## src/rtl/fpu_cmd_initiator.sv

```systemverilog
// FPU bus-master sequencer: write A (op in address), write B, poll result, respond.
// Optional poll timeout enabled by defining FPU_INIT_TIMEOUT_EN.
module fpu_cmd_initiator #(
  parameter logic [5:0] B_ADDR         = 6'h01,
  parameter logic [5:0] RESULT_ADDR    = 6'h0C,
  parameter int         TIMEOUT_CYCLES = 64
) (
  input  logic        clk,
  input  logic        rst_n,
  input  logic        cmd_valid,
  output logic        cmd_ready,
  input  logic [2:0]  cmd_op,
  input  logic [15:0] cmd_a,
  input  logic [15:0] cmd_b,
  output logic        rsp_valid,
  input  logic        rsp_ready,
  output logic [15:0] rsp_data,
  output logic        rsp_timeout,
  output logic [5:0]  bus_address,
  output logic [31:0] bus_wdata,
  output logic [1:0]  bus_write_n,
  output logic [1:0]  bus_read_n,
  input  logic [31:0] bus_rdata,
  input  logic        bus_data_ready
);

  typedef enum logic [2:0] {
    IDLE, WR_A, WR_B, POLL, RESP
  } state_e;

  state_e      state_q, state_d;
  logic [15:0] b_q, b_d;
  logic [5:0]  addr_q, addr_d;
  logic [31:0] wdata_q, wdata_d;
  logic [1:0]  wr_n_q, wr_n_d;
  logic [1:0]  rd_n_q, rd_n_d;
  logic        rv_q, rv_d;
  logic [15:0] rdata_q, rdata_d;

`ifdef FPU_INIT_TIMEOUT_EN
  localparam logic [15:0] TO_LIMIT = 16'(TIMEOUT_CYCLES);
  logic [15:0] cnt_q, cnt_d;
  logic        to_q, to_d;
  logic        unused_rdata;
  assign unused_rdata = ^bus_rdata[31:16];
`else
  logic        unused_rdata;
  assign unused_rdata = ^{bus_rdata[31:16], TIMEOUT_CYCLES};
`endif

  assign cmd_ready   = (state_q == IDLE);
  assign rsp_valid   = rv_q;
  assign rsp_data    = rdata_q;
  assign bus_address = addr_q;
  assign bus_wdata   = wdata_q;
  assign bus_write_n = wr_n_q;
  assign bus_read_n  = rd_n_q;
`ifdef FPU_INIT_TIMEOUT_EN
  assign rsp_timeout = to_q;
`else
  assign rsp_timeout = 1'b0;
`endif

  // Next state and next registered outputs; bus fields idle unless set.
  always_comb begin
    state_d = state_q;
    b_d     = b_q;
    addr_d  = 6'h00;
    wdata_d = 32'h0;
    wr_n_d  = 2'b11;
    rd_n_d  = 2'b11;
    rv_d    = rv_q;
    rdata_d = rdata_q;
`ifdef FPU_INIT_TIMEOUT_EN
    cnt_d   = cnt_q;
    to_d    = to_q;
`endif
    unique case (state_q)
      IDLE: begin
        if (cmd_valid) begin
          state_d = WR_A;
          b_d     = cmd_b;
          addr_d  = {1'b0, cmd_op, 2'b00};
          wdata_d = {16'h0, cmd_a};
          wr_n_d  = 2'b01;
        end
      end
      WR_A: begin
        state_d = WR_B;
        addr_d  = B_ADDR;
        wdata_d = {16'h0, b_q};
        wr_n_d  = 2'b01;
      end
      WR_B: begin
        state_d = POLL;
        addr_d  = RESULT_ADDR;
        rd_n_d  = 2'b01;
`ifdef FPU_INIT_TIMEOUT_EN
        cnt_d   = 16'h0;
`endif
      end
      POLL: begin
        if (bus_data_ready) begin
          state_d = RESP;
          rv_d    = 1'b1;
          rdata_d = bus_rdata[15:0];
`ifdef FPU_INIT_TIMEOUT_EN
          to_d    = 1'b0;
`endif
        end
`ifdef FPU_INIT_TIMEOUT_EN
        else if (cnt_q == TO_LIMIT) begin
          state_d = RESP;
          rv_d    = 1'b1;
          rdata_d = 16'h0;
          to_d    = 1'b1;
        end
`endif
        else begin
          addr_d  = RESULT_ADDR;
          rd_n_d  = 2'b01;
`ifdef FPU_INIT_TIMEOUT_EN
          cnt_d   = cnt_q + 16'h1;
`endif
        end
      end
      RESP: begin
        if (rsp_ready) begin
          state_d = IDLE;
          rv_d    = 1'b0;
        end
      end
      default: state_d = IDLE;
    endcase
  end

  // State and output registers.
  always_ff @(posedge clk or negedge rst_n) begin
    if (!rst_n) begin
      state_q <= IDLE;
      b_q     <= 16'h0;
      addr_q  <= 6'h00;
      wdata_q <= 32'h0;
      wr_n_q  <= 2'b11;
      rd_n_q  <= 2'b11;
      rv_q    <= 1'b0;
      rdata_q <= 16'h0;
`ifdef FPU_INIT_TIMEOUT_EN
      cnt_q   <= 16'h0;
      to_q    <= 1'b0;
`endif
    end else begin
      state_q <= state_d;
      b_q     <= b_d;
      addr_q  <= addr_d;
      wdata_q <= wdata_d;
      wr_n_q  <= wr_n_d;
      rd_n_q  <= rd_n_d;
      rv_q    <= rv_d;
      rdata_q <= rdata_d;
`ifdef FPU_INIT_TIMEOUT_EN
      cnt_q   <= cnt_d;
      to_q    <= to_d;
`endif
    end
  end

endmodule
```

## config.mk

```make
export PLATFORM = sky130hd
export DESIGN_NAME = fpu_cmd_initiator
export DESIGN_NICKNAME = d
export VERILOG_FILES = /design/src/rtl/fpu_cmd_initiator.sv
export SDC_FILE = /design/constraint.sdc
export NUM_CORES = 1
export LEC_CHECK = 0
export CORE_ASPECT_RATIO = 1.5
export CORE_MARGIN = 2
export CORE_UTILIZATION = 27
export DETAILED_ROUTE_END_ITERATION = 8
export PLACE_DENSITY = 0.67
export SLEW_MARGIN = 10
export SYNTH_ARGS = -nofsm -noshare
export SYNTH_HDL_FRONTEND = slang
export SYNTH_SLANG_ARGS = --single-unit
```

## constraint.sdc

```tcl
create_clock -name clk -period 1.9 [get_ports clk]
set_clock_uncertainty 0.05 [all_clocks]
set_input_delay 0.38 -clock clk [delete_from_list [all_inputs] [get_ports clk]]
set_output_delay 0.38 -clock clk [all_outputs]
set_load 0.03 [all_outputs]
```

==> results.py <==
metrics = {
    "status": {
        "outcome": "completed",
    },
    "pwr": {
        "irDropWorstVdd_mv": 0.720,
        "switchingPower_uw": 2370,
        "powerDensity_nw_per_um2": 1720,
        "p_seq_frac": 0.320,
        "p_leak_uw": 0.00161,
        "p_clk_frac": 0.230,
        "intPower_uw": 4150,
        "combPwrFrac": 0.450,
        "p_sw_frac": 0.363,
    },
    "synthesis": {
        "synthCells": 200,
        "netlist.area_leader.share": 0.559,
        "ys_types": 26,
        "yosysWarnings": 0,
        "synthFlopType": "dfrtp_1",
        "synth-async-reset-ratio": 1.00,
        "yosys-top-cells-area": "dfrtp_1 (56%), mux2_2 (14%), buf_4 (6.6%)",
        "synth_edf_count": 0,
        "synth_top_area_cell": "dfrtp_1",
        "ys_seq_elements": 58,
        "synthMostInstantiatedCell": "dfrtp_1",
        "synthTopCellsByCount": "dfrtp_1 (56), mux2_2 (32), buf_4 (22), a21oi_1 (19), nand3b_1 (18)",
        "syn_area_um2": 2510,
        "ys_seq_area_frac": 0.580,
        "syn_area_per_cell_um2": 12.5,
    },
    "global_route": {
        "grt_pass1_vias": 1806,
        "grt-ovfl-total": 0,
        "grt_pass1_wl_um": 8860,
        "gr-usage-all-layers": 0.122,
        "grt_max_degree": 59,
        "antenna_found_initial": 0,
    },
    "sta": {
        "fin_crit_ns": 1.81,
        "max_freq_mhz": 552,
        "hold_viol": 0,
        "tns_ns": 0,
        "rsz0062_at_grt": "no",
        "maxSlewViolCount": 0,
        "fin_crit_sh": 0.953,
        "hold-worst-slack_ns": 0.0128,
        "finalSetupViolations": 0,
    },
    "detailed_routing": {
        "postRouteAntennaNets": 0,
        "drt_wl_total_um": 5720,
        "post_drt_wl_per_cell_um": 13.8,
        "first_pass_iters": 4,
        "vias_per_cell": 4.22,
        "vias": 1751,
        "drc_errors": 0,
        "first_iter_violations": 51,
    },
    "critical_path": {
        "max_stage_delay_ns": 0.41,
        "worstPathCellList": "buf_4 > nor3_1 > buf_4",
        "worstPathRequired_ns": 1.47,
        "path_buf_inv": 2,
        "setup.worst_path.class": "reg2out",
        "worstPathMaxFanout": 34,
        "r2r_end": "rsp_data[8]",
        "r2r-start": "state_q[0]",
        "cp.arrival_ns": 1.38,
        "slowest_stage": "dfrtp_1",
        "rrSetupSlack_ns": 0.24,
        "cp_common_cell": "buf_4",
        "path_delay_family": "buffers and inverters",
        "end_kind": "output port",
        "ff2ff_path_depth": 3,
        "cp-start-kind": "flip-flop",
    },
    "layout": {
        "drive_above_1_share": 0.201,
        "nets": 370,
        "fin_area_um2": 3790,
        "n_antenna_cell": 0,
        "area_growth_pct": 51.2,
    },
    "place": {
        "gp_congestion": 0.664,
        "dpl_cell_area_um2": 3510,
        "hpwl_um": 4020,
        "numPortBuffers": 95,
    },
    "floorplanning": {
        "dieHeight_um": 122,
        "core-area_um2": 9150,
        "die_area_um2": 10100,
        "start_util": 0.274,
        "row_count": 43,
        "die_w_um": 82.7,
        "io_pins": 133,
    },
    "clocking": {
        "clk_latency_ns": 0.32,
        "cts_resized": 2,
        "cts_buffers": 9,
        "cts_htree_levels": 3,
        "cts.clk_slew.worst_paths_ns": 0.05,
        "cts_setup_buffers": 0,
        "cts_tree": "yes",
        "clkSinkCount": 58,
        "clk_path_buf_depth": 2,
        "hold_buffers": 0,
        "root_buffer": "clkbuf_16",
    },
    "job": {
        "max-cap-violations": 0,
    },
    "min_path": {
        "hp-class": "in2async",
    },
}
[worst register-to-register path: stages (launching register included)]
cell	delay [ns]
dfrtp_1	0.40
buf_4	0.33
nand4b_4	0.37
mux2_2	0.39
[logic make-up after synthesis]
kind of cell | share of synthesized area
other cells | 0.00299
simple gates | 0.120
mux | 0.144
flops | 0.580
buf+inv | 0.0948
compound gates | 0.0594
[per-stage QoR]
| stage | util | instances | setup slack [ns] | power [uW] |
|---|---|---|---|---|
| final | 0.415 | 415 | 0.0885 | 6520 |
| after global routing | 0.415 | 415 | 0.0228 | 6930 |
| after global placement | 0.384 | 399 | 0.0842 | 5020 |
| after detailed placement | 0.384 | 399 | 0.0489 | 5100 |
| after floorplan | - | 219 | 0.0124 | 3980 |
| after CTS | 0.415 | 415 | 0.0606 | 6640 |
[cells in the final DEF, fill, tap and decap left out, types with 6 or more instances in the layout]
cell type / netlist / final
a21oi_1: 19 / 19
conb_1: 2 / 21
buf_4: 22 / 6
nand3b_1: 18 / 18
mux2_2: 32 / 32
clkdlybuf4s50_1: 0 / 91
nand2_1: 17 / 17
clkbuf_16: 0 / 9
dfrtp_1: 56 / 56
[area by class of cell]
type                       instances  area, um2
clock buffer                      14        274
tap                              112        140
inverter                           2       7.51
sequential                        58       1450
clock inverter                     2       10.0
timing repair buffer             102       1020
multi-input combinational        125        888
fill                             900       5350
[worst max path at each step]
stage	start	endpoint	slack [ns]	depth (start not counted)
after global placement	cmd_valid	b_q[10]	0.08	4
final	state_q[0]	cmd_ready	0.09	3
after CTS	state_q[0]	cmd_ready	0.06	3
after detailed placement	bus_data_ready	rsp_data[11]	0.05	3
after global routing	state_q[0]	cmd_ready	0.02	3
after floorplan	state_q[0]	cmd_ready	0.01	3
[registers in the layout (all words and copies together), names as in the netlist]
| signal | count |
|---|---|
| rsp_data | 16 |
| state_q | 3 |
| rsp_valid | 1 |
| bus_address | 4 |
| bus_write_n | 1 |
| b_q | 16 |
| bus_read_n | 1 |
| bus_wdata | 16 |
[per-layer routing]
layer | track usage | wire, um | vias to the layer above
met4 | 0.0594 | 122 | 0
met5 | 0 | 0 | -
met3 | 0.0430 | 341 | 11
li1 | - | - | 839
met2 | 0.207 | 3070 | 63
met1 | 0.132 | 2190 | 838
[power groups by stage]
stage               Combinational, uW  Clock [uW]  Sequential [uW]
floorplan                        1170           0             2810
global placement                 2930           0             2090
detailed placement               2980           0             2120
CTS                              2970        1560             2100
global route                     3140        1630             2160
finish                           2930        1500             2090
(Power assumes the default switching activity.)
